===== src/rtl/div_unit_if.sv =====
// Request/response bundle between the execute stage and the multi-cycle divider.
// Execute raises start_i and holds it (with the operands) until ready_o is seen.
interface div_unit_if #(
    parameter int DATA_W = 32
);
    logic                  signed_div_i;
    logic [DATA_W-1:0]     opdata1_i;
    logic [DATA_W-1:0]     opdata2_i;
    logic                  start_i;
    logic                  annul_i;
    logic [2*DATA_W-1:0]   result_o;
    logic                  ready_o;
    logic [1:0]            state_dbg;

    // Handshake: a request is accepted on the first rising edge where start_i=1,
    // annul_i=0 and the divider is idle. ready_o then stays high with a stable
    // result_o until start_i drops; the divider returns to idle on that edge.
    modport master (
        output signed_div_i, opdata1_i, opdata2_i, start_i, annul_i,
        input  result_o, ready_o, state_dbg
    );

    modport slave (
        input  signed_div_i, opdata1_i, opdata2_i, start_i, annul_i,
        output result_o, ready_o, state_dbg
    );
endinterface


===== src/rtl/div_unit.sv =====
// Radix-2 restoring divider for DIV/DIVU: one quotient bit per cycle, sign fix-up
// on the final ON cycle, result {remainder, quotient} held until start_i drops.
module div_unit #(
    parameter int DATA_W = 32
) (
    input  logic      clk,
    input  logic      rst,
    div_unit_if.slave bus
);
    localparam int CNT_W = $clog2(DATA_W + 1);

    typedef enum logic [1:0] {
        ST_FREE   = 2'd0,
        ST_BYZERO = 2'd1,
        ST_ON     = 2'd2,
        ST_END    = 2'd3
    } state_t;

    state_t                state_q, state_d;
    logic [CNT_W-1:0]      cnt_q, cnt_d;
    logic [DATA_W-1:0]     rem_q, rem_d;
    logic [DATA_W-1:0]     quo_q, quo_d;
    logic [DATA_W-1:0]     dvs_mag_q, dvs_mag_d;
    logic                  is_signed_q, is_signed_d;
    logic                  dvd_neg_q, dvd_neg_d;
    logic                  dvs_neg_q, dvs_neg_d;
    logic [2*DATA_W-1:0]   result_q, result_d;
    logic                  ready_q, ready_d;

    // The partial remainder is always below the divisor after each step, so only
    // DATA_W bits are stored; the shifted value needs the extra top bit.
    logic [DATA_W:0]       rem_sh;
    logic                  sub_ok;
    logic [DATA_W-1:0]     dvd_mag, dvs_mag, quo_fix, rem_fix;
    logic                  op1_neg, op2_neg;

    assign op1_neg = bus.signed_div_i & bus.opdata1_i[DATA_W-1];
    assign op2_neg = bus.signed_div_i & bus.opdata2_i[DATA_W-1];
    assign dvd_mag = op1_neg ? (~bus.opdata1_i + 1'b1) : bus.opdata1_i;
    assign dvs_mag = op2_neg ? (~bus.opdata2_i + 1'b1) : bus.opdata2_i;

    assign rem_sh  = {rem_q, quo_q[DATA_W-1]};
    assign sub_ok  = (rem_sh >= {1'b0, dvs_mag_q});

    assign quo_fix = (is_signed_q && (dvd_neg_q != dvs_neg_q)) ? (~quo_q + 1'b1) : quo_q;
    assign rem_fix = (is_signed_q && dvd_neg_q) ? (~rem_q + 1'b1) : rem_q;

    always_comb begin
        state_d     = state_q;
        cnt_d       = cnt_q;
        rem_d       = rem_q;
        quo_d       = quo_q;
        dvs_mag_d   = dvs_mag_q;
        is_signed_d = is_signed_q;
        dvd_neg_d   = dvd_neg_q;
        dvs_neg_d   = dvs_neg_q;
        result_d    = result_q;
        ready_d     = ready_q;

        unique case (state_q)
            ST_FREE: begin
                ready_d  = 1'b0;
                result_d = '0;
                if (bus.start_i && !bus.annul_i) begin
                    if (bus.opdata2_i == '0) begin
                        state_d = ST_BYZERO;
                    end else begin
                        state_d     = ST_ON;
                        cnt_d       = '0;
                        rem_d       = '0;
                        quo_d       = dvd_mag;
                        dvs_mag_d   = dvs_mag;
                        is_signed_d = bus.signed_div_i;
                        dvd_neg_d   = op1_neg;
                        dvs_neg_d   = op2_neg;
                    end
                end
            end
            ST_BYZERO: begin
                state_d  = ST_END;
                result_d = '0;
                ready_d  = 1'b1;
            end
            ST_ON: begin
                if (bus.annul_i) begin
                    state_d  = ST_FREE;
                    ready_d  = 1'b0;
                    result_d = '0;
                end else if (cnt_q != CNT_W'(DATA_W)) begin
                    // Restoring step: subtract only when the shifted remainder fits.
                    rem_d = sub_ok ? (rem_sh[DATA_W-1:0] - dvs_mag_q) : rem_sh[DATA_W-1:0];
                    quo_d = {quo_q[DATA_W-2:0], sub_ok};
                    cnt_d = cnt_q + 1'b1;
                end else begin
                    state_d  = ST_END;
                    ready_d  = 1'b1;
                    result_d = {rem_fix, quo_fix};
                end
            end
            ST_END: begin
                if (!bus.start_i) begin
                    state_d  = ST_FREE;
                    ready_d  = 1'b0;
                    result_d = '0;
                end
            end
            default: state_d = ST_FREE;
        endcase
    end

    always_ff @(posedge clk or negedge rst) begin
        if (!rst) begin
            state_q     <= ST_FREE;
            cnt_q       <= '0;
            rem_q       <= '0;
            quo_q       <= '0;
            dvs_mag_q   <= '0;
            is_signed_q <= 1'b0;
            dvd_neg_q   <= 1'b0;
            dvs_neg_q   <= 1'b0;
            result_q    <= '0;
            ready_q     <= 1'b0;
        end else begin
            state_q     <= state_d;
            cnt_q       <= cnt_d;
            rem_q       <= rem_d;
            quo_q       <= quo_d;
            dvs_mag_q   <= dvs_mag_d;
            is_signed_q <= is_signed_d;
            dvd_neg_q   <= dvd_neg_d;
            dvs_neg_q   <= dvs_neg_d;
            result_q    <= result_d;
            ready_q     <= ready_d;
        end
    end

    assign bus.result_o  = result_q;
    assign bus.ready_o   = ready_q;
    assign bus.state_dbg = state_q;
endmodule

===== src/flat_wrapper.sv =====
// flat-port wrapper written by rule: the top's interface ports become plain ports
module div_unit_flat 
#(
    parameter int DATA_W = 32
)
  (clk, rst, bus_signed_div_i, bus_opdata1_i, bus_opdata2_i, bus_start_i, bus_annul_i, bus_result_o, bus_ready_o, bus_state_dbg);
  div_unit_if #(.DATA_W(DATA_W)) bus_i ();
  input  logic clk;
  input  logic rst;
  input wire logic [$bits(bus_i.signed_div_i)-1:0] bus_signed_div_i;
  input wire logic [$bits(bus_i.opdata1_i)-1:0] bus_opdata1_i;
  input wire logic [$bits(bus_i.opdata2_i)-1:0] bus_opdata2_i;
  input wire logic [$bits(bus_i.start_i)-1:0] bus_start_i;
  input wire logic [$bits(bus_i.annul_i)-1:0] bus_annul_i;
  output wire logic [$bits(bus_i.result_o)-1:0] bus_result_o;
  output wire logic [$bits(bus_i.ready_o)-1:0] bus_ready_o;
  output wire logic [$bits(bus_i.state_dbg)-1:0] bus_state_dbg;
  assign bus_i.signed_div_i = bus_signed_div_i;
  assign bus_i.opdata1_i = bus_opdata1_i;
  assign bus_i.opdata2_i = bus_opdata2_i;
  assign bus_i.start_i = bus_start_i;
  assign bus_i.annul_i = bus_annul_i;
  assign bus_result_o = bus_i.result_o;
  assign bus_ready_o = bus_i.ready_o;
  assign bus_state_dbg = bus_i.state_dbg;
  div_unit #(.DATA_W(DATA_W)) u_core (.clk(clk), .rst(rst), .bus(bus_i));
endmodule

===== config.mk =====
export PLATFORM = sky130hd
export DESIGN_NAME = div_unit_flat
export DESIGN_NICKNAME = d
export VERILOG_FILES = /design/src/rtl/div_unit_if.sv /design/src/rtl/div_unit.sv /design/src/flat_wrapper.sv
export SDC_FILE = /design/constraint.sdc
export NUM_CORES = 1
export LEC_CHECK = 0
export CAP_MARGIN = 20
export CORE_ASPECT_RATIO = 0.8
export CORE_MARGIN = 5
export CORE_UTILIZATION = 39
export DETAILED_ROUTE_END_ITERATION = 16
export GPL_TIMING_DRIVEN = 0
export PLACE_DENSITY = 0.68
export SLEW_MARGIN = 5
export SYNTH_ARGS = -nofsm -noshare
export SYNTH_HDL_FRONTEND = slang
export SYNTH_SLANG_ARGS = --single-unit

===== constraint.sdc =====
create_clock -name clk -period 3.1 [get_ports clk]
set_input_delay 0.62 -clock clk [delete_from_list [all_inputs] [get_ports clk]]
set_output_delay 0.62 -clock clk [all_outputs]
set_load 0.05 [all_outputs]

==> impl_results.md, run 1 <==
- Status: complete, but fails checks
- Failing checks: design-rule violations
- Hold Path Class: in -> async
- DRC errors left: 2
- Initial antenna violation count: 1
- Synth cell types: 74
- Synthesized area: 11500 µm²
- Sw Share: 0.5115
- Core Util, Final: 0.4870
- Crit Path Category: in -> reg
- Pin count of the biggest net entering global routing: 100
- Avg WL per Cell: 17.92 µm
- Via count: 10679
- Post-synthesis sequential area ratio: 0.3742
- H-tree depth: 4
- ANT nets after route: 0
- Clk Latency, worst-skew pair: 0.45 ns
- Vias per std cell: 5.496
- Syn nets: 1516
- Clk pin slew, worst setup/hold paths: 0.08 ns
- Commonest non-fill, non-tap cell in the layout: nand2_1
- Prevailing post-synth register cell: dfrtp_1
- DP Cell Count: 1916
- Total chip power: 15070 µW
- TritonCTS Buffers: 17
- Root Buffer: clkbuf_16
- RSZ-0062 raised after global routing: yes
- Yosys warns: 0
- Pint: 7365 µW
- Area grow syn2layout: 23.70%
- Comb power frac: 0.581
- Crit end category: flop
- Area of the die: 33050 µm²
- Asr flop ratio synth: 1.000
- Die W: 202.0 µm
- GRT Util Overall: 0.2093
- Ratio of cells with drive above 1 in the final layout: 0.07157
- Total congestion overflow: 0
- Slew headroom: 0.5494
- Leak: 0.006008 µW
- Fmax: 0.3288 GHz
- Fin Hold WS: 0.1368 ns
- Syn Inst Count: 1403
- Max Slew Vio Count: 0
- Core area: 29220 µm²
- TritonCTS clock tree: yes
- Clock network power share: 0.151
- Post-DP HPWL: 27570 µm
- CTS Sinks: 172
- Worst slew pin tran: 0.6759 ns
- Hold Vio Cnt, Final: 0
- FF+latch count, synth: 172
- CTS max path bufs: 2
- FP Rows: 56
- Post-synth EDFFs: 0
- Final setup margin: 0.05862 ns
- CP required: 3.41 ns
- First-pass GRT wire length: 55930 µm
- Pre-CTS setup slack: -0.9737 ns
- Router iterations before antenna repair: 11
- Nets: 1665
- GPL Wtd Cong: 0.9062
- Power share of the sequential group: 0.268
- Post-layout min period: 3.041 ns
- MaxCap Viol Count: 0
- IO Pins: 136
- Final Setup Violations: 0
- Peak supply drop: 501.1 µV
- Finished Layout Cells: 1943
- Die Ht: 163.6 µm
- Final period util: 0.9811
- Final clock skew: 0.02459 ns
- Fillcell total: 2795
- Cts hold-fix bufs: 0
- DRT Wirelength: 34830 µm
- Initial DRC Count: 888
- Switching pwr: 7710 µW
- Initial Utilization: 0.3937
- Vias in the first global route: 10144
- Syn Area/Cell: 8.198 µm²
- Critical path arrival: 3.36 ns
- Most frequent cells in the layout: nand2_1, dfrtp_1, o21ai_0
- Maximum fanout along the worst path: 10
- Critical path startpoint category: input pin
- I/O Buffers: 135
- PwrDens: 1059 nW/µm²
final timing paths:
check	start	cells after the start	to	slack (ns)
max	bus_opdata2_i[5]	11	u_core.rem_q[30]	0.06
min	rst	1	u_core.dvs_mag_q[21]	0.14
max reg2reg	u_core.quo_q[31]	12	u_core.rem_q[28]	0.08
min reg2reg	u_core.dvs_mag_q[31]	2	u_core.dvs_mag_q[31]	0.48
max in group asynchronous	rst	2	u_core.rem_q[19]	2.08
min in group clk	u_core.dvs_mag_q[31]	2	u_core.dvs_mag_q[31]	0.48
registers in the layout (all words and copies together), names as in the netlist:
name and cells:
u_core.bus.result_o 64, u_core.rem_q 32, u_core.dvd_neg_q 1, u_core.is_signed_q 1
u_core.quo_q 32, u_core.cnt_q 6, u_core.bus.state_dbg 2, u_core.bus.ready_o 1
u_core.dvs_neg_q 1, u_core.dvs_mag_q 32
power by group through the flow:
stage	Clock (µW)	Sequential, µW	Combinational [µW]
4_1_cts	2300	3990	8500
3_3_place_gp	0	4000	8200
5_1_grt	2400	4150	9630
6_report	2280	4040	8750
3_5_place_dp	0	4040	8330
2_1_floorplan	0	4400	5360
synth_stat cells, types with 6 or more instances:
cell type | count | share of area
o21ai_1 | 12 | 0.0052
o311ai_0 | 10 | 0.0076
clkbuf_1 | 65 | 0.021
nand3_1 | 29 | 0.013
nor4_1 | 10 | 0.0054
inv_1 | 64 | 0.021
nor2b_1 | 6 | 0.0033
o21bai_1 | 7 | 0.0046
nand4_1 | 14 | 0.0076
xnor2_1 | 61 | 0.046
nor3_1 | 31 | 0.013
o41ai_1 | 12 | 0.0091
a32oi_1 | 6 | 0.0046
a211oi_1 | 6 | 0.0039
nand2b_1 | 6 | 0.0033
nor2_1 | 103 | 0.034
buf_2 | 8 | 0.0035
a21o_1 | 15 | 0.0098
nand2_1 | 207 | 0.068
or3_1 | 16 | 0.0087
mux2i_1 | 20 | 0.017
ha_1 | 43 | 0.047
a31oi_1 | 8 | 0.0044
o21ai_0 | 169 | 0.074
dfrtp_1 | 172 | 0.37
or4_1 | 14 | 0.0091
o31ai_1 | 22 | 0.014
xor2_1 | 82 | 0.062
a21oi_1 | 110 | 0.048
critical path: stages:
cell and delay, ns:
clkdlybuf4s50_1 0.44, or4_4 0.60, nor4_4 0.38, nand4_1 0.17, buf_4 0.20, nand2_1 0.11, nand2_1 0.09, and2_1 0.19
clkbuf_4 0.21, a32oi_1 0.24, o31ai_1 0.10
kinds of logic (layout without fill, tap and decap cells):
family / count (synthesis) / in the layout / synth area share
simple gates: 472 / 472 / 0.1913
compound gates: 406 / 406 / 0.2082
flops: 172 / 172 / 0.3742
xor+xnor: 143 / 143 / 0.1089
buf+inv: 143 / 305 / 0.04851
fa+ha+maj: 44 / 44 / 0.04852
mux: 23 / 23 / 0.02034
other cells: 0 / 1 / 0
area by class of cell:
type / count / area [µm²] / share of cell area
multi-input combinational: 1088 / 6820 / 0.4793
sequential: 172 / 4305 / 0.3026
timing repair buffer: 143 / 1441 / 0.1013
tap: 377 / 471.7 / 0.03315
clock buffer: 17 / 425.4 / 0.02990
buffer: 66 / 305.3 / 0.02146
inverter: 64 / 240.2 / 0.01688
clock inverter: 15 / 216.5 / 0.01521
antenna: 1 / 2.502 / 0.0001759
routing by layer:
layer  track usage  wire [µm]
met5             0          0
met4       0.03447        277
met3       0.03394       2258
met2        0.3117      14910
met1        0.3242      17380
stage by stage:
| stage | TNS (ns) | cell area [µm²] |
|---|---|---|
| floorplan | 0 | 11500 |
| global placement | -1079.96 | 13330 |
| detailed placement | -80.84 | 13360 |
| CTS | 0 | 14080 |
| global route | -0.1282 | 14230 |
| finish | 0 | 14230 |
what timing repair did:
action | in CTS | in global routing
setup buffers | 4 | 3
endpoints found under the setup margin | 165 | 159
gates resized for setup | 23 | 47
gates cloned | 0 | 0
pin swaps | 2 | 4
Note: power is estimated with default switching activity, not from simulation.
==> run 2, diff against run 1 <==
- CORE_UTILIZATION: 39 -> 42
- PLACE_DENSITY: 0.68 -> 0.72
==> impl_results.md, run 2 (same netlist as run 1, synthesis figures left out) <==
- Pin count of the biggest net entering global routing: 117
- Slew headroom: 0.5538
- MaxCap Viol Count: 0
- DP Cell Count: 1903
- Status: finished clean
- Avg WL per Cell: 17.53 µm
- Clk Latency, worst-skew pair: 0.45 ns
- Max reg flops: 64
- Crit Path Category: reg -> reg
- Vias per std cell: 5.599
- TritonCTS clock tree: yes
- FP Rows: 54
- Initial Utilization: 0.4235
- N_diodes: 0
- DRC errors left: 0
- Initial antenna violation count: 0
- Worst slew pin tran: 0.6694 ns
- PwrDens: 1055 nW/µm²
- First-pass GRT wire length: 54270 µm
- Post-DP HPWL: 26830 µm
- Router iterations before antenna repair: 5
- ANT nets after route: 0
- Total chip power: 14920 µW
- Fillcell total: 2539
- Cts hold-fix bufs: 0
- Crit end category: flop
- Critical path startpoint category: flop
- DRT Wirelength: 33800 µm
- Initial DRC Count: 888
- Core area: 27160 µm²
- Fmax: 0.3250 GHz
- IO Pins: 136
- CTS max path bufs: 2
- Peak supply drop: 637.2 µV
- Final period util: 0.9927
- Finished Layout Cells: 1928
- Root Buffer: clkbuf_16
- H-tree depth: 4
- Vias in the first global route: 10195
- Via count: 10795
- GPL Wtd Cong: 0.9339
- Core Util, Final: 0.5209
- Die Ht: 158.0 µm
- Area grow syn2layout: 23.01%
- CTS Sinks: 172
- Max Slew Vio Count: 0
- Clk pin slew, worst setup/hold paths: 0.07 ns
- Area of the die: 30820 µm²
- TritonCTS Buffers: 17
- Worst reg-to-reg setup slack: 0.02 ns
- Post-layout min period: 3.077 ns
- Nets: 1664
- Die W: 195.0 µm
- Most frequent cells in the layout: nand2_1, dfrtp_1, o21ai_0
- Hold Vio Cnt, Final: 0
- Commonest non-fill, non-tap cell in the layout: nand2_1
- CP required: 3.47 ns
- Ratio of cells with drive above 1 in the final layout: 0.07161
- Final clock skew: 0.01401 ns
- I/O Buffers: 135
- Leak: 0.005987 µW
- Total congestion overflow: 0
- Hold Path Class: in -> async
- Critical path arrival: 3.44 ns
- Maximum fanout along the worst path: 7
- GRT Util Overall: 0.2169
- RSZ-0062 raised after global routing: yes
- Final Setup Violations: 0
==> run 2: cell count changes in the layout (fill, tap and decap cells not counted), sizes merged <==
cell / change
buf: -1
clkbuf: +1
clkdlybuf4s50: +1
clkinv: -1
diode: -1
dlymetal6s2s: -1
==> run 2: worst paths after layout <==
kind	startpoint	to	cells past startpoint
max	u_core.rem_q[16]	u_core.rem_q[28]	10
min	rst	u_core.is_signed_q	1
max reg2reg	u_core.rem_q[16]	u_core.rem_q[28]	10
min reg2reg	u_core.bus.result_o[6]	u_core.bus.result_o[6]	2
max in group asynchronous	rst	u_core.bus.result_o[20]	2
min in group clk	u_core.bus.result_o[6]	u_core.bus.result_o[6]	2
==> run 2: routing by layer <==
| metal | part of all wire | track usage | vias to the layer above |
|---|---|---|---|
| li1 | - | - | 5251 |
| met5 | 0 | 0 | - |
| met1 | 0.49 | 0.3392 | 5116 |
| met2 | 0.41 | 0.3158 | 393 |
| met4 | 0.013 | 0.04919 | 0 |
| met3 | 0.081 | 0.03319 | 35 |
==> run 2: per-stage QoR <==
| stage | hold slack (ns) | TNS [ns] | cell area [µm²] | worst slack [ns] |
|---|---|---|---|---|
| finish | 0.1063 | 0 | 14150 | 0.02278 |
| global route | 0.1429 | -0.02447 | 14150 | -0.02427 |
| CTS | 0.1146 | 0 | 14060 | 0.009803 |
| detailed placement | 0.4705 | -86.28 | 13340 | -0.9871 |
| global placement | 0.4634 | -1026.99 | 13310 | -5.542 |
| floorplan | 0.3244 | 0 | 11500 | 0.3660 |
==> run 2: area by class of cell <==
cell class | count | area, µm² | share of cell area
multi-input combinational | 1088 | 6789 | 0.4798
sequential | 172 | 4307 | 0.3044
timing repair buffer | 142 | 1431 | 0.1012
tap | 364 | 455.4 | 0.03219
clock buffer | 18 | 439.2 | 0.03104
buffer | 66 | 301.5 | 0.02131
inverter | 64 | 240.2 | 0.01698
clock inverter | 14 | 185.2 | 0.01309
==> run 2: report_power, final <==
part,switching [µW],internal (µW),total (µW)
registers,1020,3030,4050
clock network,1090,1130,2220
logic,5480,3170,8650
==> run 2: critical path, stage by stage (launching register included) <==
cell	delay, ns
dfrtp_1	0.52
ha_1	0.34
clkbuf_1	0.28
nand4_1	0.23
nor3_2	0.25
o31ai_1	0.18
a311oi_1	0.45
o22ai_1	0.19
xnor2_1	0.30
mux2i_1	0.11
o21ai_0	0.15
==> run 2: repair_timing <==
item	CTS	global route
gates resized for setup	22	40
pin swaps	2	3
setup endpoints to repair	165	165
setup buffers	5	1
==> run 3, diff against run 2 <==
- SLEW_MARGIN: 5 -> 20
==> impl_results.md, run 3 (same netlist as run 1, synthesis figures left out) <==
- Final setup margin: 0.1025 ns
- Maximum fanout along the worst path: 10
- TritonCTS clock tree: yes
- Crit-path slowest cell: or4_4
- CTS max path bufs: 2
- Max reg flops: 64
- H-tree depth: 4
- Initial DRC Count: 882
- TritonCTS Buffers: 17
- Avg WL per Cell: 17.52 µm
- Crit-path cells: clkdlybuf4s50_1, or4_4, nor4b_4, nand4_1, buf_4, nand2_1, a21o_1, buf_6, buf_4, nand2_1, o21ai_0
- Vias per std cell: 5.557
- Slew headroom: 0.5208
- Vias in the first global route: 10005
- DP Cell Count: 1903
- Area taken by multi-input logic gates: 6810 µm²
- Setup_tns: 0 ns
- Clk Latency, worst-skew pair: 0.45 ns
- Die W: 195.0 µm
- CP top delay family: simple AND/OR/NAND/NOR gates
- Die Ht: 158.0 µm
- Area of the die: 30820 µm²
- Crit Path Category: in -> reg
- Metal2 WL: 13920 µm
- Delay of the slowest critical-path stage: 0.60 ns
- R2R Path Start: u_core.rem_q[26]
- Root Buffer: clkbuf_16
- Final period util: 0.9669
- CTS Sinks: 172
- Crit path launch: bus_opdata2_i[12]
- Leak: 0.005966 µW
- Worst r2r path cells: 10
- Nets: 1661
- Fillcell total: 2566
- Ratio of cells with drive above 1 in the final layout: 0.07239
- FP Rows: 54
- Status: finished clean
- DRC errors left: 0
- N_diodes: 0
- Most frequent cells in the layout: nand2_1, dfrtp_1, o21ai_0
- Hold Path Class: in -> async
- GRT Util Overall: 0.2168
- Storage cell area: 4308 µm²
- Met1 Wirelength: 16550 µm
- I/O Buffers: 135
- Post-DP HPWL: 26870 µm
- Core Util, Final: 0.5216
- ANT nets after route: 0
- Worst reg-to-reg setup slack: 0.15 ns
- Final clock skew: 0.01979 ns
- Peak supply drop: 682.5 µV
- Max Slew Vio Count: 0
- Area grow syn2layout: 23.16%
- CP bufs+invs: 4
- IO Pins: 136
- Fmax: 0.3336 GHz
- Crit end category: flop
- R2R Path End: u_core.rem_q[13]
- Commonest non-fill, non-tap cell in the layout: nand2_1
- Via count: 10697
- Router iterations before antenna repair: 5
- Clk pin slew, worst setup/hold paths: 0.08 ns
- Worst slew pin tran: 0.7188 ns
- Total congestion overflow: 0
- Critical path startpoint category: input pin
- CP required: 3.45 ns
- PwrDens: 1059 nW/µm²
- Final Setup Violations: 0
- Finished Layout Cells: 1925
- Post-layout min period: 2.997 ns
- Cts hold-fix bufs: 0
- Pre-CTS setup slack: -1.006 ns
- Pin count of the biggest net entering global routing: 94
- Initial Utilization: 0.4235
- MaxCap Viol Count: 0
- Critical path arrival: 3.34 ns
- GPL Wtd Cong: 0.9339
- Hold Vio Cnt, Final: 0
- Top Metal Used: met4
- Initial antenna violation count: 0
- DRT Wirelength: 33720 µm
- Core area: 27160 µm²
- Met3 wire len: 2952 µm
- First-pass GRT wire length: 54080 µm
[run 3: per-layer routing]
layer / global-route usage / vias to the layer above
met5: 0 / -
li1: - / 5226
met1: 0.3374 / 5046
met3: 0.04830 / 23
met4: 0.03589 / 0
met2: 0.3123 / 402
[run 3: worst max path at each step]
stage / endpoint / slack [ns] / cells past startpoint
floorplan: u_core.rem_q[21] / 0.37 / 11
global placement: u_core.bus.result_o[8] / -5.54 / 1
detailed placement: u_core.dvs_mag_q[27] / -1.01 / 8
CTS: u_core.rem_q[11] / 0.02 / 12
global route: u_core.rem_q[30] / -0.02 / 12
finish: u_core.quo_q[25] / 0.10 / 11
[run 3: worst register-to-register path, cell delays in order, from the launching register on]
cell and delay, ns:
dfrtp_1 0.44, ha_1 0.30, clkbuf_1 0.28, nand3_1 0.25, nor4b_2 0.32, nand4_1 0.16
and3b_1 0.20, nand3_1 0.12, a31oi_4 0.15, clkbuf_2 0.24, o311ai_0 0.38
[run 3: stage by stage]
stage / hold slack (ns) / area, µm² / total power, µW
global route: 0.2633 / 14170 / 16070
detailed placement: 0.4696 / 13340 / 12340
finish: 0.2019 / 14170 / 15000
CTS: 0.2318 / 14030 / 14700
global placement: 0.4634 / 13310 / 12140
floorplan: 0.3244 / 11500 / 9755
[run 3: power by group]
part | leakage [µW] | internal, µW | switching, µW
clock network | 0.000307 | 1180 | 1080
logic | 0.00341 | 3170 | 5490
registers | 0.00225 | 3030 | 1040
[run 3: cell type report]
cell class,count,area share
plain buffers,65,0.02155
multi-input cells,1088,0.4807
well taps,364,0.03215
clock buffers,17,0.03003
flip-flops and latches,172,0.3041
clock inverters,15,0.01466
inverters,64,0.01696
repair buffers,140,0.09981
[run 3: what timing repair did]
action,4_1_cts,5_1_grt
pin swaps,1,4
gates resized for setup,23,46
setup buffers,1,3
endpoints found under the setup margin,151,151
endpoints found under the hold margin,0,0
cloned,0,0
